File: config.mk
export PLATFORM = sky130hd
export DESIGN_NAME = slot_sequencer_flat
export DESIGN_NICKNAME = d
export VERILOG_FILES = /design/src/rtl/slot_pkg.sv /design/src/rtl/slot_sequencer_if.sv /design/src/rtl/slot_seq_watchdog.sv /design/src/rtl/slot_sequencer.sv /design/src/flat_wrapper.sv
export SDC_FILE = /design/constraint.sdc
export NUM_CORES = 1
export LEC_CHECK = 0
export CAP_MARGIN = 25
export CELL_PAD_IN_SITES_DETAIL_PLACEMENT = 0
export CELL_PAD_IN_SITES_GLOBAL_PLACEMENT = 1
export CORE_MARGIN = 2
export CORE_UTILIZATION = 29
export DETAILED_ROUTE_END_ITERATION = 8
export PLACE_DENSITY_LB_ADDON = 0.12
export SETUP_SLACK_MARGIN = 0.02
export SKIP_LAST_GASP = 1
export SLEW_MARGIN = 20
export SYNTH_ARGS = -nofsm -noshare
export SYNTH_HDL_FRONTEND = slang
export SYNTH_SLANG_ARGS = --single-unit
File: constraint.sdc
create_clock -name clk -period 2.08 [get_ports clk]
set_clock_uncertainty 0.05 [all_clocks]
set_input_delay 0.52 -clock clk [delete_from_list [all_inputs] [get_ports clk]]
set_output_delay 0.52 -clock clk [all_outputs]
set_load 0.05 [all_outputs]
File: src/rtl/slot_pkg.sv
// ----------------------------------------------------------------------------
// slot_pkg
// Shared definitions for the slot sequencer and the slot register bank:
//   - slot status encodings (EMPTY / READY / DONE / ERROR)
//   - sequencer state enum
//   - default width constants shared with the slot bank
// No ports (package).
// ----------------------------------------------------------------------------
package slot_pkg;

    localparam int unsigned DEF_NUM_SLOTS       = 2;
    localparam int unsigned DEF_INPUT_IDX_WIDTH = 1;
    localparam int unsigned DEF_SRC_ADDR_WIDTH  = 32;
    localparam int unsigned DEF_SRC_SIZE_WIDTH  = 26;
    localparam int unsigned DEF_STATUS_WIDTH    = 2;
    localparam int unsigned DEF_PROFILE_WIDTH   = 4;
    localparam int unsigned DEF_TIMEOUT_CYCLES  = 4096;

    localparam logic [1:0] STATUS_EMPTY = 2'd0;
    localparam logic [1:0] STATUS_READY = 2'd1;
    localparam logic [1:0] STATUS_DONE  = 2'd2;
    localparam logic [1:0] STATUS_ERROR = 2'd3;

    typedef enum logic [2:0] {
        ST_IDLE,
        ST_FETCH,
        ST_RCFG,
        ST_DMA_CMD,
        ST_DMA_WAIT,
        ST_WRBACK,
        ST_NEXT,
        ST_FINISH
    } seq_state_e;

endpackage

File: src/rtl/slot_sequencer_if.sv
// ----------------------------------------------------------------------------
// slot_sequencer_if
// Bundles every non-clock/reset signal of the slot sequencer:
//   control   : start, busy, pass_done
//   slot read : rd_idx, rd_src_addr, rd_src_size, rd_status, rd_profile
//   slot write: wr_idx, wr_status, wr_set_status
//   DFX       : rcfg_req, rcfg_profile, rcfg_ack
//   DMA       : dma_cmd_valid/ready/addr/size, dma_done, dma_err
// Modports: master = the sequencer, slave = its environment.
// ----------------------------------------------------------------------------
interface slot_sequencer_if #(
    parameter int unsigned INPUT_IDX_WIDTH = slot_pkg::DEF_INPUT_IDX_WIDTH,
    parameter int unsigned SRC_ADDR_WIDTH  = slot_pkg::DEF_SRC_ADDR_WIDTH,
    parameter int unsigned SRC_SIZE_WIDTH  = slot_pkg::DEF_SRC_SIZE_WIDTH,
    parameter int unsigned STATUS_WIDTH    = slot_pkg::DEF_STATUS_WIDTH,
    parameter int unsigned PROFILE_WIDTH   = slot_pkg::DEF_PROFILE_WIDTH
) ();

    logic                       start;
    logic                       busy;
    logic                       pass_done;
    logic [INPUT_IDX_WIDTH-1:0] rd_idx;
    logic [SRC_ADDR_WIDTH-1:0]  rd_src_addr;
    logic [SRC_SIZE_WIDTH-1:0]  rd_src_size;
    logic [STATUS_WIDTH-1:0]    rd_status;
    logic [PROFILE_WIDTH-1:0]   rd_profile;
    logic [INPUT_IDX_WIDTH-1:0] wr_idx;
    logic [STATUS_WIDTH-1:0]    wr_status;
    logic                       wr_set_status;
    logic                       rcfg_req;
    logic [PROFILE_WIDTH-1:0]   rcfg_profile;
    logic                       rcfg_ack;
    logic                       dma_cmd_valid;
    logic                       dma_cmd_ready;
    logic [SRC_ADDR_WIDTH-1:0]  dma_cmd_addr;
    logic [SRC_SIZE_WIDTH-1:0]  dma_cmd_size;
    logic                       dma_done;
    logic                       dma_err;

    modport master (
        input  start, rd_src_addr, rd_src_size, rd_status, rd_profile,
               rcfg_ack, dma_cmd_ready, dma_done, dma_err,
        output busy, pass_done, rd_idx, wr_idx, wr_status, wr_set_status,
               rcfg_req, rcfg_profile, dma_cmd_valid, dma_cmd_addr, dma_cmd_size
    );

    modport slave (
        output start, rd_src_addr, rd_src_size, rd_status, rd_profile,
               rcfg_ack, dma_cmd_ready, dma_done, dma_err,
        input  busy, pass_done, rd_idx, wr_idx, wr_status, wr_set_status,
               rcfg_req, rcfg_profile, dma_cmd_valid, dma_cmd_addr, dma_cmd_size
    );

endinterface

File: src/rtl/slot_seq_watchdog.sv
// ----------------------------------------------------------------------------
// slot_seq_watchdog
// Cycle counter bounding how long the sequencer may wait in a handshake state.
// Only instantiated when SLOT_SEQ_TIMEOUT_EN is defined.
// Ports:
//   clk, reset  : clock, synchronous active-high reset
//   active_i    : sequencer is in a waiting state (RCFG / DMA_CMD / DMA_WAIT)
//   clear_i     : a state change happens at the next edge; restart from 0
//   expired_o   : current cycle is the TIMEOUT_CYCLES-th cycle in the state
// ----------------------------------------------------------------------------
module slot_seq_watchdog #(
    parameter int unsigned TIMEOUT_CYCLES = slot_pkg::DEF_TIMEOUT_CYCLES
) (
    input  logic clk,
    input  logic reset,
    input  logic active_i,
    input  logic clear_i,
    output logic expired_o
);

    localparam int unsigned CW = $clog2(TIMEOUT_CYCLES + 1);

    logic [CW-1:0] cnt_q, cnt_d;

    // Count 0 in the first cycle of a state, so expiry lands on cycle TIMEOUT_CYCLES.
    always_comb begin
        cnt_d = cnt_q;
        if (clear_i) begin
            cnt_d = '0;
        end else if (active_i) begin
            cnt_d = cnt_q + CW'(1);
        end
    end

    always_ff @(posedge clk) begin
        if (reset) begin
            cnt_q <= '0;
        end else begin
            cnt_q <= cnt_d;
        end
    end

    assign expired_o = active_i && (cnt_q == CW'(TIMEOUT_CYCLES - 1));

endmodule

File: src/rtl/slot_sequencer.sv
// ----------------------------------------------------------------------------
// slot_sequencer
// Scans slots 0..NUM_SLOTS-1 once per start pulse. Each READY slot is
// reconfigured if its profile differs from the loaded one, gets one DMA
// command, and has DONE or ERROR written back to its status.
// Ports:
//   clk, reset : clock, synchronous active-high reset
//   bus        : slot_sequencer_if.master (control, slot bank read/write,
//                DFX request/ack, DMA command/completion)
// Optional feature: define SLOT_SEQ_TIMEOUT_EN to bound every wait by
// TIMEOUT_CYCLES; an expired wait writes ERROR (RCFG timeout also forgets
// the loaded profile).
// ----------------------------------------------------------------------------
module slot_sequencer
    import slot_pkg::*;
#(
    parameter int unsigned NUM_SLOTS       = DEF_NUM_SLOTS,
    parameter int unsigned INPUT_IDX_WIDTH = DEF_INPUT_IDX_WIDTH,
    parameter int unsigned SRC_ADDR_WIDTH  = DEF_SRC_ADDR_WIDTH,
    parameter int unsigned SRC_SIZE_WIDTH  = DEF_SRC_SIZE_WIDTH,
    parameter int unsigned STATUS_WIDTH    = DEF_STATUS_WIDTH,
    parameter int unsigned PROFILE_WIDTH   = DEF_PROFILE_WIDTH,
    parameter int unsigned TIMEOUT_CYCLES  = DEF_TIMEOUT_CYCLES
) (
    input logic              clk,
    input logic              reset,
    slot_sequencer_if.master bus
);

    if (NUM_SLOTS < 1 || NUM_SLOTS > (2 ** INPUT_IDX_WIDTH) || TIMEOUT_CYCLES < 1) begin : g_param_check
        $error("slot_sequencer: illegal parameter combination");
    end

    seq_state_e                 state_q, state_d;
    logic [INPUT_IDX_WIDTH-1:0] idx_q, idx_d;
    logic [SRC_ADDR_WIDTH-1:0]  cur_addr_q, cur_addr_d;
    logic [SRC_SIZE_WIDTH-1:0]  cur_size_q, cur_size_d;
    logic [PROFILE_WIDTH-1:0]   cur_prof_q, cur_prof_d;
    logic [PROFILE_WIDTH-1:0]   loaded_prof_q, loaded_prof_d;
    logic                       loaded_valid_q, loaded_valid_d;
    logic [STATUS_WIDTH-1:0]    result_q, result_d;
    logic                       timeout_hit;

`ifdef SLOT_SEQ_TIMEOUT_EN
    logic wait_state;

    assign wait_state = (state_q == ST_RCFG) || (state_q == ST_DMA_CMD) ||
                        (state_q == ST_DMA_WAIT);

    slot_seq_watchdog #(
        .TIMEOUT_CYCLES(TIMEOUT_CYCLES)
    ) u_watchdog (
        .clk      (clk),
        .reset    (reset),
        .active_i (wait_state),
        .clear_i  (state_d != state_q),
        .expired_o(timeout_hit)
    );
`else
    assign timeout_hit = 1'b0;
`endif

    // State and datapath registers; reset also forgets the loaded profile.
    always_ff @(posedge clk) begin
        if (reset) begin
            state_q        <= ST_IDLE;
            idx_q          <= '0;
            cur_addr_q     <= '0;
            cur_size_q     <= '0;
            cur_prof_q     <= '0;
            loaded_prof_q  <= '0;
            loaded_valid_q <= 1'b0;
            result_q       <= '0;
        end else begin
            state_q        <= state_d;
            idx_q          <= idx_d;
            cur_addr_q     <= cur_addr_d;
            cur_size_q     <= cur_size_d;
            cur_prof_q     <= cur_prof_d;
            loaded_prof_q  <= loaded_prof_d;
            loaded_valid_q <= loaded_valid_d;
            result_q       <= result_d;
        end
    end

    // Next-state logic. A completed handshake in the same cycle as a timeout
    // wins, so a transfer the environment already accepted is never lost.
    always_comb begin
        state_d        = state_q;
        idx_d          = idx_q;
        cur_addr_d     = cur_addr_q;
        cur_size_d     = cur_size_q;
        cur_prof_d     = cur_prof_q;
        loaded_prof_d  = loaded_prof_q;
        loaded_valid_d = loaded_valid_q;
        result_d       = result_q;
        unique case (state_q)
            ST_IDLE: begin
                if (bus.start) begin
                    idx_d   = '0;
                    state_d = ST_FETCH;
                end
            end
            ST_FETCH: begin
                cur_addr_d = bus.rd_src_addr;
                cur_size_d = bus.rd_src_size;
                cur_prof_d = bus.rd_profile;
                if (bus.rd_status != STATUS_WIDTH'(STATUS_READY)) begin
                    state_d = ST_NEXT;
                end else if (loaded_valid_q && (bus.rd_profile == loaded_prof_q)) begin
                    state_d = ST_DMA_CMD;
                end else begin
                    state_d = ST_RCFG;
                end
            end
            ST_RCFG: begin
                if (bus.rcfg_ack) begin
                    loaded_prof_d  = cur_prof_q;
                    loaded_valid_d = 1'b1;
                    state_d        = ST_DMA_CMD;
                end else if (timeout_hit) begin
                    loaded_valid_d = 1'b0;
                    result_d       = STATUS_WIDTH'(STATUS_ERROR);
                    state_d        = ST_WRBACK;
                end
            end
            ST_DMA_CMD: begin
                if (cur_size_q == '0) begin
                    result_d = STATUS_WIDTH'(STATUS_DONE);
                    state_d  = ST_WRBACK;
                end else if (bus.dma_cmd_ready) begin
                    state_d = ST_DMA_WAIT;
                end else if (timeout_hit) begin
                    result_d = STATUS_WIDTH'(STATUS_ERROR);
                    state_d  = ST_WRBACK;
                end
            end
            ST_DMA_WAIT: begin
                if (bus.dma_done) begin
                    result_d = bus.dma_err ? STATUS_WIDTH'(STATUS_ERROR)
                                           : STATUS_WIDTH'(STATUS_DONE);
                    state_d  = ST_WRBACK;
                end else if (timeout_hit) begin
                    result_d = STATUS_WIDTH'(STATUS_ERROR);
                    state_d  = ST_WRBACK;
                end
            end
            ST_WRBACK: begin
                state_d = ST_NEXT;
            end
            ST_NEXT: begin
                if (idx_q == INPUT_IDX_WIDTH'(NUM_SLOTS - 1)) begin
                    state_d = ST_FINISH;
                end else begin
                    idx_d   = idx_q + INPUT_IDX_WIDTH'(1);
                    state_d = ST_FETCH;
                end
            end
            ST_FINISH: begin
                state_d = ST_IDLE;
            end
            default: begin
                state_d = ST_IDLE;
            end
        endcase
    end

    // Outputs are decoded from the registered state only. A zero-size slot
    // never raises dma_cmd_valid, and payload fields read 0 while unqualified.
    always_comb begin
        bus.busy          = (state_q != ST_IDLE) && (state_q != ST_FINISH);
        bus.pass_done     = (state_q == ST_FINISH);
        bus.rd_idx        = idx_q;
        bus.wr_idx        = idx_q;
        bus.wr_set_status = (state_q == ST_WRBACK);
        bus.wr_status     = (state_q == ST_WRBACK) ? result_q : '0;
        bus.rcfg_req      = (state_q == ST_RCFG);
        bus.rcfg_profile  = (state_q == ST_RCFG) ? cur_prof_q : '0;
        bus.dma_cmd_valid = (state_q == ST_DMA_CMD) && (cur_size_q != '0);
        bus.dma_cmd_addr  = bus.dma_cmd_valid ? cur_addr_q : '0;
        bus.dma_cmd_size  = bus.dma_cmd_valid ? cur_size_q : '0;
    end

endmodule

File: src/flat_wrapper.sv
// flat-port wrapper written by rule: the top's interface ports become plain ports
module slot_sequencer_flat import slot_pkg::*;
#(
    parameter int unsigned NUM_SLOTS       = DEF_NUM_SLOTS,
    parameter int unsigned INPUT_IDX_WIDTH = DEF_INPUT_IDX_WIDTH,
    parameter int unsigned SRC_ADDR_WIDTH  = DEF_SRC_ADDR_WIDTH,
    parameter int unsigned SRC_SIZE_WIDTH  = DEF_SRC_SIZE_WIDTH,
    parameter int unsigned STATUS_WIDTH    = DEF_STATUS_WIDTH,
    parameter int unsigned PROFILE_WIDTH   = DEF_PROFILE_WIDTH,
    parameter int unsigned TIMEOUT_CYCLES  = DEF_TIMEOUT_CYCLES
)
  (clk, reset, bus_start, bus_rd_src_addr, bus_rd_src_size, bus_rd_status, bus_rd_profile, bus_rcfg_ack, bus_dma_cmd_ready, bus_dma_done, bus_dma_err, bus_busy, bus_pass_done, bus_rd_idx, bus_wr_idx, bus_wr_status, bus_wr_set_status, bus_rcfg_req, bus_rcfg_profile, bus_dma_cmd_valid, bus_dma_cmd_addr, bus_dma_cmd_size);
  slot_sequencer_if #(.INPUT_IDX_WIDTH(INPUT_IDX_WIDTH), .SRC_ADDR_WIDTH(SRC_ADDR_WIDTH), .SRC_SIZE_WIDTH(SRC_SIZE_WIDTH), .STATUS_WIDTH(STATUS_WIDTH), .PROFILE_WIDTH(PROFILE_WIDTH)) bus_i ();
  input logic clk;
  input logic reset;
  input wire logic [$bits(bus_i.start)-1:0] bus_start;
  input wire logic [$bits(bus_i.rd_src_addr)-1:0] bus_rd_src_addr;
  input wire logic [$bits(bus_i.rd_src_size)-1:0] bus_rd_src_size;
  input wire logic [$bits(bus_i.rd_status)-1:0] bus_rd_status;
  input wire logic [$bits(bus_i.rd_profile)-1:0] bus_rd_profile;
  input wire logic [$bits(bus_i.rcfg_ack)-1:0] bus_rcfg_ack;
  input wire logic [$bits(bus_i.dma_cmd_ready)-1:0] bus_dma_cmd_ready;
  input wire logic [$bits(bus_i.dma_done)-1:0] bus_dma_done;
  input wire logic [$bits(bus_i.dma_err)-1:0] bus_dma_err;
  output wire logic [$bits(bus_i.busy)-1:0] bus_busy;
  output wire logic [$bits(bus_i.pass_done)-1:0] bus_pass_done;
  output wire logic [$bits(bus_i.rd_idx)-1:0] bus_rd_idx;
  output wire logic [$bits(bus_i.wr_idx)-1:0] bus_wr_idx;
  output wire logic [$bits(bus_i.wr_status)-1:0] bus_wr_status;
  output wire logic [$bits(bus_i.wr_set_status)-1:0] bus_wr_set_status;
  output wire logic [$bits(bus_i.rcfg_req)-1:0] bus_rcfg_req;
  output wire logic [$bits(bus_i.rcfg_profile)-1:0] bus_rcfg_profile;
  output wire logic [$bits(bus_i.dma_cmd_valid)-1:0] bus_dma_cmd_valid;
  output wire logic [$bits(bus_i.dma_cmd_addr)-1:0] bus_dma_cmd_addr;
  output wire logic [$bits(bus_i.dma_cmd_size)-1:0] bus_dma_cmd_size;
  assign bus_i.start = bus_start;
  assign bus_i.rd_src_addr = bus_rd_src_addr;
  assign bus_i.rd_src_size = bus_rd_src_size;
  assign bus_i.rd_status = bus_rd_status;
  assign bus_i.rd_profile = bus_rd_profile;
  assign bus_i.rcfg_ack = bus_rcfg_ack;
  assign bus_i.dma_cmd_ready = bus_dma_cmd_ready;
  assign bus_i.dma_done = bus_dma_done;
  assign bus_i.dma_err = bus_dma_err;
  assign bus_busy = bus_i.busy;
  assign bus_pass_done = bus_i.pass_done;
  assign bus_rd_idx = bus_i.rd_idx;
  assign bus_wr_idx = bus_i.wr_idx;
  assign bus_wr_status = bus_i.wr_status;
  assign bus_wr_set_status = bus_i.wr_set_status;
  assign bus_rcfg_req = bus_i.rcfg_req;
  assign bus_rcfg_profile = bus_i.rcfg_profile;
  assign bus_dma_cmd_valid = bus_i.dma_cmd_valid;
  assign bus_dma_cmd_addr = bus_i.dma_cmd_addr;
  assign bus_dma_cmd_size = bus_i.dma_cmd_size;
  slot_sequencer #(.NUM_SLOTS(NUM_SLOTS), .INPUT_IDX_WIDTH(INPUT_IDX_WIDTH), .SRC_ADDR_WIDTH(SRC_ADDR_WIDTH), .SRC_SIZE_WIDTH(SRC_SIZE_WIDTH), .STATUS_WIDTH(STATUS_WIDTH), .PROFILE_WIDTH(PROFILE_WIDTH), .TIMEOUT_CYCLES(TIMEOUT_CYCLES)) u_core (.clk(clk), .reset(reset), .bus(bus_i));
endmodule
==> summary.txt <==
Clock network
  – Sink Count: 73
  – H-tree depth: 3
  – Clock slew at reported path FFs: 0.06 ns
  – Root Driver: clkbuf_16
  – CTS tree: yes
  – Cts bufs inserted: 9
  – Clock Latency Late Sink: 0.33 ns
  – Max Buffers Root-to-Sink: 2
  – Hold buffer count at cts: 0

Worst setup path
  – CP arrival: 1.89 ns
  – Reg-to-reg startpoint: u_core.cur_size_q[23]$_SDFFE_PP0P_
  – Crit end category: output port
  – Crit-path cells: nor4_2 > nand4_1 > buf_6 > o21ba_4 > and2_1 > buf_12
  – Slowest-stage cell, CP: dfxtp_1
  – Required @ worst endpoint: 1.51 ns
  – CP max stage delay: 0.32 ns
  – Crit Path Max Fanout: 9
  – FF-to-FF path depth: 7
  – WS Path Type: reg -> out
  – RR Endpoint: u_core.result_q[0]$_SDFFE_PP0P_
  – Internal reg-to-reg setup slack: 0.21 ns
  – CP startpoint kind: flip-flop

Final layout
  – N_diodes: 0
  – Post-route insts no fill: 742
  – Fin area: 0.006377 mm²
  – Fill cell count: 971
  – Final #Nets: 668
  – Layout cells sized above 1: 31.89%
  – Synthesis-to-layout area growth: 94.32%

STA
  – RSZ-0062 raised after global routing: true
  – FMAX: 0.4072 GHz
  – Setup TNS: -19.95 ns
  – Final Hold Vio Count: 0
  – Finish-stage setup viols: 59
  – Crit share post-route: 118.1%
  – Pin slew with the least headroom to its limit: 0.4901 ns
  – Setup WS post-layout: -0.3758 ns
  – Min cycle time layout: 2.456 ns
  – Worst slew margin: 67.33%
  – Min Hold Slack: 0.3972 ns
  – Final Slew Violations: 0

Hold path
  – Hold worst-path end: u_core.cur_addr_q[6]$_SDFFE_PP0P_
  – Hold Crit Depth: 2
  – Min-delay src: u_core.cur_addr_q[6]$_SDFFE_PP0P_
  – Worst Hold Class: reg -> reg

Placement
  – DPL Wire Length: 6834 µm
  – RePlAce Congestion: 0.7693
  – Dpl cells: 702
  – Placement-stage cell area: 0.005644 mm²
  – I/O Buffers: 141

Logic synthesis
  – Most frequent cells after synthesis: 127 x nand2_1, 73 x dfxtp_1, 64 x a21oi_1, 64 x and2_1, 16 x buf_2
  – Synth Instances: 424
  – Yosys top cell area share: 44.53%
  – Netlist cell types: 34
  – Top-count cell post-synth: nand2_1
  – Ys async rst share: 0%
  – Area contributors post-synth: dfxtp_1 45%, nand2_1 15%, and2_1 12%, a21oi_1 9.8%, buf_2 2.4%
  – Synth Net Count: 495
  – YS warnings: 0
  – Synth area leader: dfxtp_1
  – Seq/Total Area, Yosys: 44.53%
  – Syn Area/Cell: 7.740 µm²
  – Post-synth EDFFs: 0
  – Post-Syn Area: 0.003282 mm²
  – Ys flop type: dfxtp_1
  – #FFs+latches synth: 73

Power and ir drop
  – Net Sw Frac: 32.68%
  – Worst vdd ir: 0.4599 mV
  – Tot Pwr: 5.734 mW
  – Psw: 1.874 mW
  – Power Internal: 3.860 mW
  – Clock share of power: 31.0%
  – Leakage: 2.466 nW
  – Sequential Power Share: 31.0%
  – Pwr Density: 899.0 mW/mm²
  – Comb pwr share: 38.0%

GRT
  – GR Util All Layers: 18.68%
  – Initial antenna violation count: 0
  – Largest net degree at the start of global routing: 63
  – GRT overflow: 0
  – First-pass GRT wire length: 17310 µm
  – Vias in the first global route: 3352

Floorplan
  – Die Ht: 110.4 µm
  – Row count: 38
  – Chip width: 110.4 µm
  – IO Pins: 142
  – Starting Density: 30.01%
  – CORE AREA: 0.01094 mm²
  – Die Area: 0.01218 mm²

Detailed routing
  – DRT iter0 DRCs: 95
  – Drt first pass iters: 4
  – Vias per cell: 4.559
  – DR vias: 3383
  – Post-Route WL: 11180 µm
  – Mean routed wirelength per cell: 15.07 µm
  – Final ANT Viol Nets: 0
  – DRC Markers: 0

Run status
  – Status: complete, but fails checks
  – Failing checks: negative setup slack

Run
  – Max cap viols: 0
## registers in the layout, summed over array words and instances (netlist names)
register / cells
u_core.bus.rd_idx: 1
u_core.cur_addr_q: 32
u_core.cur_prof_q: 4
u_core.cur_size_q: 26
u_core.loaded_prof_q: 4
u_core.loaded_valid_q: 1
u_core.result_q: 2
u_core.state_q: 3
## worst max-delay path: cells and delay by family (launching register included)
kind / cells / cell delay [ns]
AO/OA/AOI/OAI: 1 / 0.27
buffers and inverters: 2 / 0.33
flip-flops: 1 / 0.32
AND/OR/NAND/NOR: 3 / 0.65
## final cells by class
type                    instances  area (µm²)  share of cell area, %
clock buffers                  11       242.7                  3.806
clock inverters                 5       102.6                  1.609
inverters                       6       22.52                 0.3531
multi-input cells             320        1884                  29.55
flip-flops and latches         73        1465                  22.97
well taps                     140       175.2                  2.747
repair buffers                187        2485                  38.96
## through the flow
| stage | setup WS [ns] | utilization (%) |
|---|---|---|
| final | -0.3758 | 58.32 |
| after global routing | -0.4751 | 58.32 |
| after CTS | -0.3960 | 57.93 |
| after detailed placement | -0.1946 | 51.61 |
| after global placement | -0.2347 | 51.61 |
| after floorplan | -0.1691 | - |
## cells by family after synthesis
logic type	Yosys count	share of synthesized area (%)
AND/OR/NAND/NOR	227	33.17
AO/OA/AOI/OAI	77	13.15
flip-flops	73	44.53
buffers and inverters	38	6.557
multiplexers	5	1.525
XOR/XNOR	4	1.067
## how the worst max path moves through the flow
stage          slack (ns)  depth (start not counted)                               start                    to
6_report            -0.38                          6   u_core.cur_size_q[6]$_SDFFE_PP0P_   bus_dma_cmd_addr[2]
5_1_grt             -0.48                          6   u_core.cur_size_q[6]$_SDFFE_PP0P_   bus_dma_cmd_addr[2]
4_1_cts             -0.40                          6   u_core.cur_size_q[7]$_SDFFE_PP0P_   bus_dma_cmd_size[5]
3_5_place_dp        -0.19                          5  u_core.cur_size_q[20]$_SDFFE_PP0P_  bus_dma_cmd_addr[28]
3_3_place_gp        -0.23                          5  u_core.cur_size_q[20]$_SDFFE_PP0P_   bus_dma_cmd_size[1]
2_1_floorplan       -0.17                          4      u_core.state_q[0]$_SDFFE_PP0P_      bus_wr_status[1]
## power by group through the flow
| stage | clock network [mW] | logic (mW) | registers (mW) |
|---|---|---|---|
| after CTS | 1.82 | 2.16 | 1.76 |
| final | 1.78 | 2.18 | 1.78 |
| after floorplan | 0 | 0.991 | 1.75 |
| after detailed placement | 0 | 1.70 | 1.77 |
| after global routing | 1.87 | 2.37 | 1.80 |
| after global placement | 0 | 1.68 | 1.77 |
## placed cells by master (no fill, tap or decap), types with 2 or more instances in the layout
cell	count
nand2_1	127
buf_12	71
dfxtp_1	70
clkdlybuf4s50_1	69
a21oi_1	63
buf_4	40
and2_1	33
and2_4	31
nor2_1	11
clkbuf_16	9
o21ba_4	8
buf_6	6
inv_1	5
mux2i_1	5
nand3_1	4
xnor2_1	4
nor4_2	3
nor4_4	3
bufinv_16	3
dfxtp_2	3
nand4_1	2
nand3_2	2
nor2_2	2
o21ai_0	2
o31a_1	2
## per-layer routing
| layer | track usage [%] | share of wire, % | up-vias |
|---|---|---|---|
| met2 | 29.97 | 48 | 78 |
| met4 | 4.554 | 0.46 | 0 |
| met5 | 0 | 0 | - |
| met3 | 5.703 | 5.9 | 4 |
| met1 | 24.57 | 46 | 1569 |
| li1 | - | - | 1732 |
## repair_timing
action	4_1_cts	5_1_grt
buffers inserted	16	2
resized for setup	47	11
hold endpoints to repair	0	0
pin swaps	24	6
setup endpoints to repair	64	66
cloned	7	0
Power figures use the tool's default switching activity.
